==> src/rtl/marker_pixel_detector_pkg.sv <==
// Shared marker definitions: colour codes, config address map, default thresholds
// and the raster geometry shared with the centroid stage.
package marker_pixel_detector_pkg;

    typedef enum logic [1:0] {
        RED    = 2'd0,
        GREEN  = 2'd1,
        BLUE   = 2'd2,
        YELLOW = 2'd3
    } color_e;

    // cfg_addr[1:0] selects the bound; cfg_addr[3:2] selects the colour
    typedef enum logic [1:0] {
        CFG_CR_MIN = 2'd0,
        CFG_CR_MAX = 2'd1,
        CFG_CB_MIN = 2'd2,
        CFG_CB_MAX = 2'd3
    } cfg_field_e;

    localparam int NUM_COLORS       = 4;
    localparam int X_W              = 10;
    localparam int Y_W              = 9;
    localparam int RUN_W            = 4;
    localparam int DEFAULT_H_ACTIVE = 640;
    localparam int DEFAULT_V_ACTIVE = 480;
    localparam int DEFAULT_RUN_LEN  = 4;
    localparam int DEFAULT_Y_MIN    = 32;

    typedef struct packed {
        logic [7:0] cr_min;
        logic [7:0] cr_max;
        logic [7:0] cb_min;
        logic [7:0] cb_max;
    } window_t;

    function automatic window_t default_window(input color_e c);
        window_t w;
        case (c)
            RED:     w = '{cr_min: 8'd160, cr_max: 8'd255, cb_min: 8'd0,   cb_max: 8'd110};
            GREEN:   w = '{cr_min: 8'd0,   cr_max: 8'd110, cb_min: 8'd0,   cb_max: 8'd110};
            BLUE:    w = '{cr_min: 8'd0,   cr_max: 8'd120, cb_min: 8'd160, cb_max: 8'd255};
            default: w = '{cr_min: 8'd130, cr_max: 8'd170, cb_min: 8'd0,   cb_max: 8'd90};
        endcase
        return w;
    endfunction

endpackage

==> src/rtl/marker_pixel_detector_color_window_compare.sv <==
// Inclusive Cr/Cb window test with a luma floor; an inverted window (min > max)
// can never match.
module color_window_compare
    import marker_pixel_detector_pkg::*;
(
    input  logic [7:0] y,
    input  logic [7:0] cr,
    input  logic [7:0] cb,
    input  window_t    window,
    input  logic [7:0] y_min,
    output logic       match
);

    assign match = (y >= y_min)
                && (cr >= window.cr_min) && (cr <= window.cr_max)
                && (cb >= window.cb_min) && (cb <= window.cb_max);

endmodule

==> src/rtl/marker_pixel_detector.sv <==
// Marker tracker front end: classifies a YCrCb raster into four colours, run-length
// filters each line and emits (colour, x, y) events plus an end-of-frame level.
module marker_pixel_detector
    import marker_pixel_detector_pkg::*;
#(
    parameter int H_ACTIVE = DEFAULT_H_ACTIVE,
    parameter int V_ACTIVE = DEFAULT_V_ACTIVE,
    parameter int RUN_LEN  = DEFAULT_RUN_LEN,
    parameter int Y_MIN    = DEFAULT_Y_MIN
) (
    input  logic           clk,
    input  logic           reset,
    input  logic           frame_start,
    input  logic           line_start,
    input  logic           pixel_valid,
    input  logic [7:0]     pixel_y,
    input  logic [7:0]     pixel_cr,
    input  logic [7:0]     pixel_cb,
    input  logic           cfg_we,
    input  logic [3:0]     cfg_addr,
    input  logic [7:0]     cfg_data,
    output logic [1:0]     color,
    output logic [X_W-1:0] interesting_x,
    output logic [Y_W-1:0] interesting_y,
    output logic           interesting_flag,
    output logic           frame_flag
);

    localparam logic [X_W-1:0]   X_LAST  = X_W'(H_ACTIVE - 1);
    localparam logic [Y_W-1:0]   Y_LAST  = Y_W'(V_ACTIVE - 1);
    localparam logic [X_W:0]     X_LIMIT = (X_W + 1)'(H_ACTIVE);
    localparam logic [Y_W:0]     Y_LIMIT = (Y_W + 1)'(V_ACTIVE);
    localparam logic [RUN_W-1:0] RUN_MAX = RUN_W'(RUN_LEN);
    localparam logic [7:0]       Y_FLOOR = 8'(Y_MIN);

    window_t        windows [NUM_COLORS];
    logic [X_W-1:0] x;
    logic [Y_W-1:0] y;
    logic           first_line;
    logic           synced;
    logic [X_W-1:0] cur_x;
    logic [Y_W-1:0] cur_y;

    // line_start takes effect before a pixel arriving in the same cycle
    always_comb begin
        // NOTE: combinational blocks use blocking '=' and give every output a default
        // first, so no path leaves a value held and no latch is inferred.
        cur_x = x;
        cur_y = y;
        if (line_start) begin
            cur_x = '0;
            if (first_line || frame_start) begin
                cur_y = '0;
            end else if (y != '1) begin
                cur_y = y + 1'b1;
            end
        end
    end

    always_ff @(posedge clk) begin
        // NOTE: clocked blocks use non-blocking '<=' so every register samples the
        // pre-edge value of its sources regardless of statement order.
        if (reset) begin
            x          <= '0;
            y          <= '0;
            first_line <= 1'b1;
            synced     <= 1'b0;
        end else begin
            if (frame_start) begin
                synced <= 1'b1;
            end
            if (line_start) begin
                first_line <= 1'b0;
            end else if (frame_start) begin
                first_line <= 1'b1;
            end
            y <= cur_y;
            if (pixel_valid && cur_x != '1) begin
                x <= cur_x + 1'b1;
            end else begin
                x <= cur_x;
            end
        end
    end

    always_ff @(posedge clk) begin
        // NOTE: this small threshold table is reset explicitly because its contents
        // must come up as the documented defaults; large data memories would not be.
        if (reset) begin
            for (int c = 0; c < NUM_COLORS; c++) begin
                windows[c] <= default_window(color_e'(2'(c)));
            end
        end else if (cfg_we) begin
            case (cfg_field_e'(cfg_addr[1:0]))
                CFG_CR_MIN: windows[cfg_addr[3:2]].cr_min <= cfg_data;
                CFG_CR_MAX: windows[cfg_addr[3:2]].cr_max <= cfg_data;
                CFG_CB_MIN: windows[cfg_addr[3:2]].cb_min <= cfg_data;
                default:    windows[cfg_addr[3:2]].cb_max <= cfg_data;
            endcase
        end
    end

    logic           s1_valid, s1_new_line, s1_in_range;
    logic [7:0]     s1_y, s1_cr, s1_cb;
    logic [X_W-1:0] s1_x;
    logic [Y_W-1:0] s1_py;

    always_ff @(posedge clk) begin
        if (reset) begin
            s1_valid    <= 1'b0;
            s1_new_line <= 1'b0;
            s1_in_range <= 1'b0;
            s1_y        <= '0;
            s1_cr       <= '0;
            s1_cb       <= '0;
            s1_x        <= '0;
            s1_py       <= '0;
        end else begin
            s1_valid    <= pixel_valid && synced && !frame_flag;
            s1_new_line <= line_start;
            s1_in_range <= ({1'b0, cur_x} < X_LIMIT) && ({1'b0, cur_y} < Y_LIMIT);
            s1_y        <= pixel_y;
            s1_cr       <= pixel_cr;
            s1_cb       <= pixel_cb;
            s1_x        <= cur_x;
            s1_py       <= cur_y;
        end
    end

    logic [NUM_COLORS-1:0] match;
    logic                  class_hit;
    color_e                class_color;

    for (genvar k = 0; k < NUM_COLORS; k++) begin : g_cmp
        color_window_compare u_cmp (
            .y      (s1_y),
            .cr     (s1_cr),
            .cb     (s1_cb),
            .window (windows[k]),
            .y_min  (Y_FLOOR),
            .match  (match[k])
        );
    end

    // Scan from the top so the lowest-numbered matching colour wins
    always_comb begin
        class_hit   = 1'b0;
        class_color = RED;
        for (int k = NUM_COLORS - 1; k >= 0; k--) begin
            if (match[k]) begin
                class_hit   = 1'b1;
                class_color = color_e'(2'(k));
            end
        end
    end

    logic           s2_valid, s2_new_line, s2_in_range, s2_hit;
    color_e         s2_color;
    logic [X_W-1:0] s2_x;
    logic [Y_W-1:0] s2_py;

    always_ff @(posedge clk) begin
        if (reset) begin
            s2_valid    <= 1'b0;
            s2_new_line <= 1'b0;
            s2_in_range <= 1'b0;
            s2_hit      <= 1'b0;
            s2_color    <= RED;
            s2_x        <= '0;
            s2_py       <= '0;
        end else begin
            s2_valid    <= s1_valid;
            s2_new_line <= s1_new_line;
            s2_in_range <= s1_in_range;
            s2_hit      <= class_hit;
            s2_color    <= class_color;
            s2_x        <= s1_x;
            s2_py       <= s1_py;
        end
    end

    logic [RUN_W-1:0] run_cnt, run_base, run_next;
    color_e           run_color;
    logic             report, s2_last, s3_last;

    // The line marker travels with the pipeline so the run clears exactly
    // between the last pixel of one line and the first of the next.
    always_comb begin
        run_base = s2_new_line ? '0 : run_cnt;
        run_next = run_base;
        if (s2_valid) begin
            if (!s2_hit || !s2_in_range) begin
                run_next = '0;
            end else if (run_base != '0 && s2_color == run_color) begin
                run_next = (run_base >= RUN_MAX) ? RUN_MAX : run_base + 1'b1;
            end else begin
                run_next = RUN_W'(1);
            end
        end
        report  = s2_valid && s2_hit && s2_in_range && (run_next >= RUN_MAX) && !frame_flag;
        s2_last = s2_valid && s2_in_range && (s2_x == X_LAST) && (s2_py == Y_LAST);
    end

    always_ff @(posedge clk) begin
        if (reset) begin
            run_cnt          <= '0;
            run_color        <= RED;
            s3_last          <= 1'b0;
            interesting_flag <= 1'b0;
            color            <= '0;
            interesting_x    <= '0;
            interesting_y    <= '0;
            frame_flag       <= 1'b0;
        end else begin
            run_cnt          <= run_next;
            s3_last          <= s2_last;
            interesting_flag <= report;
            if (s2_valid && s2_hit) begin
                run_color <= s2_color;
            end
            if (report) begin
                color         <= s2_color;
                interesting_x <= s2_x;
                interesting_y <= s2_py;
            end
            if (frame_start) begin
                frame_flag <= 1'b0;
            end else if (s3_last) begin
                frame_flag <= 1'b1;
            end
        end
    end

endmodule

==> config.mk <==
export PLATFORM = sky130hd
export DESIGN_NAME = marker_pixel_detector
export DESIGN_NICKNAME = d
export VERILOG_FILES = /design/src/rtl/marker_pixel_detector_pkg.sv /design/src/rtl/marker_pixel_detector_color_window_compare.sv /design/src/rtl/marker_pixel_detector.sv
export SDC_FILE = /design/constraint.sdc
export NUM_CORES = 1
export LEC_CHECK = 0
export CAP_MARGIN = 20
export CORE_AREA = 4 4 196 179
export DETAILED_ROUTE_END_ITERATION = 10
export DIE_AREA = 0 0 200 183
export PLACE_DENSITY = 0.54
export SYNTH_ARGS = -nofsm -noshare
export SYNTH_HDL_FRONTEND = slang
export SYNTH_SLANG_ARGS = --single-unit
==> constraint.sdc <==
create_clock -name clk -period 1.9 [get_ports clk]
set_input_delay 0.38 -clock clk [delete_from_list [all_inputs] [get_ports clk]]
set_output_delay 0.38 -clock clk [all_outputs]
set_load 0.02 [all_outputs]
==> results.md, run 1 <==
* Status: finished, violations left
* Failing checks: negative setup slack
* Vias in the first global route at 8,323
* Worst-margin pin slew at 0.487 ns
* Unrepaired setup endpoints after global routing: yes
* Worst skew pair latency at 0.54 ns
* Drt via density at 4.69
* Dpl hpwl at 21.8 mm
* Synth Register Bits at 236
* Core region area at 32,900 µm²
* Drt first pass iters at 5
* # Max-Cap Violations at 0
* Hold_sp: reset
* Final Slew Violations at 0
* Routability cong. at 0.829
* Congestion Overflow GR at 0
* Synth cell count leaders: inv_1 (145), nor2_1 (139), ha_1 (132)
* Fmax at 459 MHz
* Cell family with most CP delay: simple AND/OR/NAND/NOR gates
* Vias post-DR at 8,399
* CP Class: reg -> reg
* Leak pwr at 0.00665 µW
* H-tree depth at 1
* Buf+Inv Stages, Crit Path at 3
* Combinational family with the most area after synthesis: simple AND/OR/NAND/NOR gates
* Syn Area/Cell at 10.2 µm²
* Cell Pwr Density at 826 nW/µm²
* Clk sink count at 236
* Mux contribution to synthesized area at 1.92%
* Final cycle utilization of the critical path at 115%
* Tot GR Track Use at 16.1%
* First-iteration detailed-routing DRC count at 391
* Share of layout cells above drive strength 1 at 19.8%
* Clock slew at reported path FFs at 0.07 ns
* Setup WS post-layout at -0.277 ns
* Clock power share at 43.5%
* Largest net degree at the start of global routing at 60
* IO Pins at 65
* Post-synth cell types at 54
* Core Util, Final at 46.1%
* Hold path cells at 3
* Seq/Total Area, Yosys at 52.4%
* FP Rows at 63
* Synth Area in XOR/XNOR at 1.07%
* Main synth FF type: edfxtp_1
* Yosys warnings at 0
* Reg2reg end: s2_color[1]$_SDFF_PP0_
* CTS Hold Bufs at 0
* Share of power burned in registers at 45.4%
* Total CTS buffers at 27
* Syn Inst Count at 1,121
* Worst min path class: in -> reg
* Area leader, netlist: edfxtp_1
* # fillers at 3,080
* WP data arrival at 2.60 ns
* Final hold vios at 0
* Max_slew headroom at 67.5%
* Crit Reg-Reg Startpoint: s1_cr[0]$_SDFF_PP0_
* First-pass GRT wire length at 46.0 mm
* Syn-to-layout area delta at 32.4%
* Async SR Flop Fraction at 0%
* Hold path endpoint: s1_cr[0]$_SDFF_PP0_
* Port bufs at 59
* Pint at 9550 µW
* Total chip power at 12,500 µW
* Residual DRC at 0
* R2R depth at 11
* Logic pwr share at 11.1%
* Cell Chain, Critical Path: inv_4 -> buf_12 -> buf_8 -> ha_4 -> nand2b_4 -> a31oi_4 -> o221ai_2 -> o311ai_2 -> nand4b_1 -> nor2b_2 -> and3b_1
* WL/cell at 16.6 µm
* Setup crit end kind: register
* CTS max path bufs at 3
* Maximum vdd drop at 0.614 mV
* Post-detailed-route count of antenna-violating nets at 0
* Crit start category: register
* Die Ht at 183 µm
* Cell with the most instances after synthesis: inv_1
* Post-Syn Nets at 1,295
* Die width at 200 µm
* Sw frac at 23.8%
* Reg2reg setup slack at -0.28 ns
* NetSw at 2980 µW
* # nets final at 1,521
* CTS root buf: clkbuf_16
* Die Footprint at 36,600 µm²
* Drt total wl at 29.7 mm
* # setup viols final at 3
* Initial Utilization at 34.9%
* Ant. Diodes at 0
* Synth Area in Compound Gates at 6.82%
* Largest cells by area after synthesis: edfxtp_1 (34%), dfxtp_1 (19%), ha_1 (14%)
* CTS tree: done
* Critical-path maximum fanout at 4
* Max incr delay on CP at 0.34 ns
* Number of enable flip-flop cells after synthesis at 128
* Final min period at 2.18 ns
* Clock Skew at 0.0192 ns
* Initial antenna violation count at 0
* Simple-gate share of the synthesized area at 17.8%
* Synth top area share at 33.5%
* Slowest CP cell: dfxtp_2
* Cell area after synthesis at 11,500 µm²
* Synth Area in Adders at 14.4%
* Data required, critical path at 2.32 ns
## worst reg2reg max path: cells and delay by family (launching register included)
| kind | cells | cell delay (ns) |
|---|---|---|
| buffers and inverters | 3 | 0.29 |
| adder cells (fa/ha/maj) | 1 | 0.25 |
| AO/OA/AOI/OAI | 3 | 0.49 |
| flip-flops | 1 | 0.34 |
| AND/OR/NAND/NOR | 4 | 0.68 |
## power groups by stage
stage | logic, µW | registers, µW | clock network (µW)
after floorplan | 686 | 5770 | 0
after global placement | 1280 | 5790 | 0
after detailed placement | 1310 | 5800 | 0
after CTS | 1380 | 5690 | 5550
after global routing | 1570 | 5710 | 5780
final | 1390 | 5690 | 5440
## state kept, by name (all words and copies together), names as in the netlist, 2 cells and up
| signal | count |
|---|---|
| s1_py | 9 |
| windows | 128 |
| s2_x | 10 |
| s1_x | 10 |
| color | 2 |
| s1_y | 3 |
| s2_color | 2 |
| interesting_x | 10 |
| run_color | 2 |
| interesting_y | 9 |
| x | 10 |
| run_cnt | 4 |
| s1_cr | 8 |
| s1_cb | 8 |
| s2_py | 9 |
## layout make-up
class	count	area [µm²]	area share, %
sequential	236	6030	39.8
timing repair buffer	221	2030	13.4
multi-input combinational	716	5090	33.6
inverter	145	549	3.62
clock inverter	14	154	1.01
tap	422	528	3.48
clock buffer	36	782	5.16
## how the worst max path moves through the flow
stage                        start                endpoint  slack, ns  cells after the start
2_1_floorplan  s1_cr[0]$_SDFF_PP0_  s2_color[1]$_SDFF_PP0_      -0.06                      8
3_3_place_gp   s1_cr[6]$_SDFF_PP0_  s2_color[1]$_SDFF_PP0_      -0.43                      9
3_5_place_dp   s1_cr[6]$_SDFF_PP0_  s2_color[1]$_SDFF_PP0_      -0.44                      7
4_1_cts        s1_cb[0]$_SDFF_PP0_  s2_color[1]$_SDFF_PP0_      -0.29                      9
5_1_grt        s1_cr[0]$_SDFF_PP0_  s2_color[1]$_SDFF_PP0_      -0.38                     11
6_report       s1_cr[0]$_SDFF_PP0_  s2_color[1]$_SDFF_PP0_      -0.28                     11
## routing by layer
layer | part of all wire [%] | global-route usage, % | vias up
met5 | 0 | 0 | -
met4 | 2.0 | 3.48 | 0
met3 | 3.3 | 2.46 | 46
met2 | 46 | 26.5 | 101
met1 | 49 | 22.5 | 3949
li1 | - | - | 4303
## layout by cell type (no fill, tap or decap), drive strengths merged, types with 6 or more instances in the layout
cell type,count
nand3,22
nand2,89
nor2,139
o21ai,32
mux2i,22
and2,8
nor2b,62
edfxtp,128
nand4,29
buf,161
xnor2,9
clkinv,9
clkdlybuf4s50,36
nand2b,23
dfxtp,108
dlygate4sd2,15
nor3,18
a2111oi,6
clkbuf,38
inv,147
a21oi,57
dlymetal6s2s,7
ha,132
## kinds of logic after synthesis
logic type / after synthesis
and+or+nand+nor: 418
DFF: 236
buffers and inverters: 169
adders and majority gates: 132
AOI/OAI and AO/OA: 130
muxes: 22
xor gates and xnor gates: 14
## stage by stage
step	instances	setup TNS [ns]	area (µm²)	setup WS, ns	hold WS (ns)
6_report	1790	-0.755	15200	-0.277	0.324
5_1_grt	1790	-1.10	15200	-0.381	0.337
4_1_cts	1785	-0.839	15000	-0.290	0.324
3_5_place_dp	1731	-29.17	13900	-0.444	0.420
3_3_place_gp	1731	-26.48	13900	-0.431	0.417
2_1_floorplan	1121	-0.0554	11500	-0.0554	0.414
## repair_timing
item / in CTS / in global routing
endpoints found under the setup margin: 18 / 32
setup buffers: 5 / 2
gates cloned: 0 / 3
resized for setup: 46 / 34
pin swaps: 12 / 13
No activity file was read; power rests on OpenSTA's default activity.
==> inputs of run 2 (changes only) <==
--- a/config.mk
+++ b/config.mk
@@ -9,7 +9,9 @@
 export CORE_AREA = 4 4 196 179
 export DETAILED_ROUTE_END_ITERATION = 10
 export DIE_AREA = 0 0 200 183
+export GPL_TIMING_DRIVEN = 0
 export PLACE_DENSITY = 0.54
+export SLEW_MARGIN = 5
 export SYNTH_ARGS = -nofsm -noshare
 export SYNTH_HDL_FRONTEND = slang
 export SYNTH_SLANG_ARGS = --single-unit
==> results.md, run 2 (synthesis results as in run 1) <==
* Most frequent cells in the layout: inv_1 (143), nor2_1 (130), edfxtp_1 (128), ha_1 (117), dfxtp_1 (91) (was inv_1 (143), buf_4 (143), nor2_1 (138), edfxtp_1 (128), ha_1 (124))
* Cell Pwr Density at 824 nW/µm² (was 826 nW/µm²)
* Final cycle utilization of the critical path at 117% (was 115%)
* Core Util, Final at 43.9% (was 46.1%)
* Hold path cells at 3 (unchanged)
* Die width at 200 µm (unchanged)
* CTS max path bufs at 3 (unchanged)
* FP Rows at 63 (unchanged)
* # fillers at 3,075 (was 3,080)
* WL/cell at 17.5 µm (was 16.6 µm)
* M2 GR Usage at 26.1% (was 26.5%)
* Initial Utilization at 34.9% (unchanged)
* First-pass GRT wire length at 45.4 mm (was 46.0 mm)
* Non-Filler Instances at 1,678 (was 1,790)
* Syn-to-layout area delta at 25.9% (was 32.4%)
* Residual DRC at 0 (unchanged)
* Dpl hpwl at 20.3 mm (was 21.8 mm)
* Vias in the first global route at 8,057 (was 8,323)
* Drt first pass iters at 4 (was 5)
* Total CTS buffers at 27 (unchanged)
* Maximum vdd drop at 0.522 mV (was 0.614 mV)
* IO Pins at 65 (unchanged)
* Total chip power at 11,900 µW (was 12,500 µW)
* Die Ht at 183 µm (unchanged)
* Reg2reg end: s2_color[1]$_SDFF_PP0_ (unchanged)
* Clk sink count at 236 (unchanged)
* Hold_sp: line_start (was reset)
* Max_slew headroom at 50.1% (was 67.5%)
* First-iteration detailed-routing DRC count at 406 (was 391)
* Post-detailed-route count of antenna-violating nets at 0 (unchanged)
* Reg2reg setup slack at -0.33 ns (was -0.28 ns)
* # Max-Cap Violations at 0 (unchanged)
* Failing checks: negative setup slack (unchanged)
* Ant. Diodes at 0 (unchanged)
* # nets final at 1,409 (was 1,521)
* Top reg by flops: windows (unchanged)
* Congestion Overflow GR at 0 (unchanged)
* Crit Reg-Reg Startpoint: s1_cb[0]$_SDFF_PP0_ (was s1_cr[0]$_SDFF_PP0_)
* Met3 Usage GRT at 2.22% (was 2.46%)
* Worst skew pair latency at 0.53 ns (was 0.54 ns)
* Port bufs at 59 (unchanged)
* Setup WS post-layout at -0.330 ns (was -0.277 ns)
* CP Class: reg -> reg (unchanged)
* Placed Cells at 1,604 (was 1,731)
* Worst min path class: in -> reg (unchanged)
* Slowest CP cell: or4_4 (was dfxtp_2)
* Gr busiest metal: met2 (unchanged)
* Leading cell type in the layout, fill and taps excluded: inv_1
* Largest net degree at the start of global routing at 15 (was 60)
* Vias post-DR at 8,142 (was 8,399)
* Final Slew Violations at 0 (unchanged)
* R2R depth at 9 (was 11)
* Drt via density at 4.85 (was 4.69)
* Final min period at 2.23 ns (was 2.18 ns)
* Critical-path maximum fanout at 7 (was 4)
* Die Footprint at 36,600 µm² (unchanged)
* Routability cong. at 0.829 (about the same)
* Hold path endpoint: s1_x[8]$_SDFF_PP0_ (was s1_cr[0]$_SDFF_PP0_)
* Tot GR Track Use at 16.0% (was 16.1%)
* Max incr delay on CP at 0.51 ns (was 0.34 ns)
* CTS Hold Bufs at 0 (unchanged)
* Share of layout cells above drive strength 1 at 16.0% (was 19.8%)
* H-tree depth at 1 (unchanged)
* Setup crit end kind: register (unchanged)
* Data required, critical path at 2.38 ns (was 2.32 ns)
* Unrepaired setup endpoints after global routing: yes (unchanged)
* WP data arrival at 2.71 ns (was 2.60 ns)
* Status: finished, violations left (unchanged)
* CTS root buf: clkbuf_16 (unchanged)
* # setup viols final at 3 (unchanged)
* Leak pwr at 0.00607 µW (was 0.00665 µW)
* Final hold vios at 0 (unchanged)
* Initial antenna violation count at 0 (unchanged)
* CTS tree: done (unchanged)
* Cell Chain, Critical Path: inv_6 -> buf_12 -> ha_1 -> nand4_1 -> nor2b_4 -> a22o_2 -> or4_4 -> and2_4 -> and3b_1 (was inv_4 -> buf_12 -> buf_8 -> ha_4 -> nand2b_4 -> a31oi_4 -> o221ai_2 -> o311ai_2 -> nand4b_1 -> nor2b_2 -> and3b_1)
* Core region area at 32,900 µm² (unchanged)
* Cell family with most CP delay: simple AND/OR/NAND/NOR gates (unchanged)
* Number of flip-flops in the largest register at 128 (unchanged)
* Buf+Inv Stages, Crit Path at 2 (was 3)
* Met1 Resource Use GR at 22.8% (was 22.5%)
* Crit start category: register (unchanged)
* Worst-margin pin slew at 0.743 ns (was 0.487 ns)
* Drt total wl at 29.3 mm (was 29.7 mm)
* Clock slew at reported path FFs at 0.06 ns (was 0.07 ns)
* Fmax at 448 MHz (was 459 MHz)
* Clock Skew at 0.00985 ns (was 0.0192 ns)
run 2: cell types whose count changed in the layout (fill, tap and decap cells not counted), sizes merged:
cell,previous run,this run
dlygate4sd2,15,11
clkdlybuf4s50,36,37
clkbuf,38,54
inv,147,148
dlymetal6s2s,7,10
bufinv,3,0
clkinvlp,0,1
buf,161,34
run 2: repair_timing:
action	4_1_cts	5_1_grt
pin swaps	25	7
cloned	1	1
buffers inserted	16	7
resized for setup	124	60
endpoints found under the setup margin	353	182
run 2: stage by stage:
| stage | area [µm²] | worst slack [ns] | hold WS [ns] | setup TNS (ns) |
|---|---|---|---|---|
| CTS | 14200 | -0.305 | 0.370 | -0.821 |
| detailed placement | 12700 | -1.72 | 0.423 | -351.59 |
| finish | 14400 | -0.330 | 0.334 | -0.889 |
| global route | 14400 | -0.371 | 0.345 | -1.04 |
| floorplan | 11500 | -0.0554 | 0.414 | -0.0554 |
| global placement | 12700 | -1.68 | 0.420 | -350.23 |
run 2: worst register-to-register path, stage by stage (launching register included):
cell and delay (ns):
dfxtp_2 0.36, inv_6 0.08, buf_12 0.13, ha_1 0.26
nand4_1 0.11, nor2b_4 0.16, a22o_2 0.20, or4_4 0.51
and2_4 0.17, and3b_1 0.19
run 2: worst max-delay path by stage:
stage	from	endpoint	slack, ns	cells past startpoint
after detailed placement	reset	windows[3][30]$_DFFE_PP_	-1.72	5
after global routing	s1_cb[0]$_SDFF_PP0_	s2_color[1]$_SDFF_PP0_	-0.37	9
after global placement	reset	windows[3][6]$_DFFE_PP_	-1.68	5
after CTS	s1_cb[0]$_SDFF_PP0_	s2_color[1]$_SDFF_PP0_	-0.31	9
after floorplan	s1_cr[0]$_SDFF_PP0_	s2_color[1]$_SDFF_PP0_	-0.06	8
final	s1_cb[0]$_SDFF_PP0_	s2_color[1]$_SDFF_PP0_	-0.33	9
run 2: layout make-up:
type | instances | area [µm²] | area share, %
Clock inverter | 13 | 82.6 | 0.572
Sequential cell | 236 | 6060 | 42.0
Inverter | 145 | 552 | 3.82
Buffer | 23 | 149 | 1.03
Clock buffer | 37 | 766 | 5.31
Tap cell | 422 | 528 | 3.66
Multi-Input combinational cell | 716 | 5430 | 37.6
Timing Repair Buffer | 86 | 866 | 6.00
run 2: power breakdown:
group	internal, µW	switching, µW	total [µW]
registers	5580	125	5710
logic	534	721	1250
clock network	2840	2090	4930
run 2: metal layers:
metal	part of all wire, %	up-vias
met5	0	-
met4	1.4	0
met3	4.3	34
met2	47	142
met1	48	3895
li1	-	4071
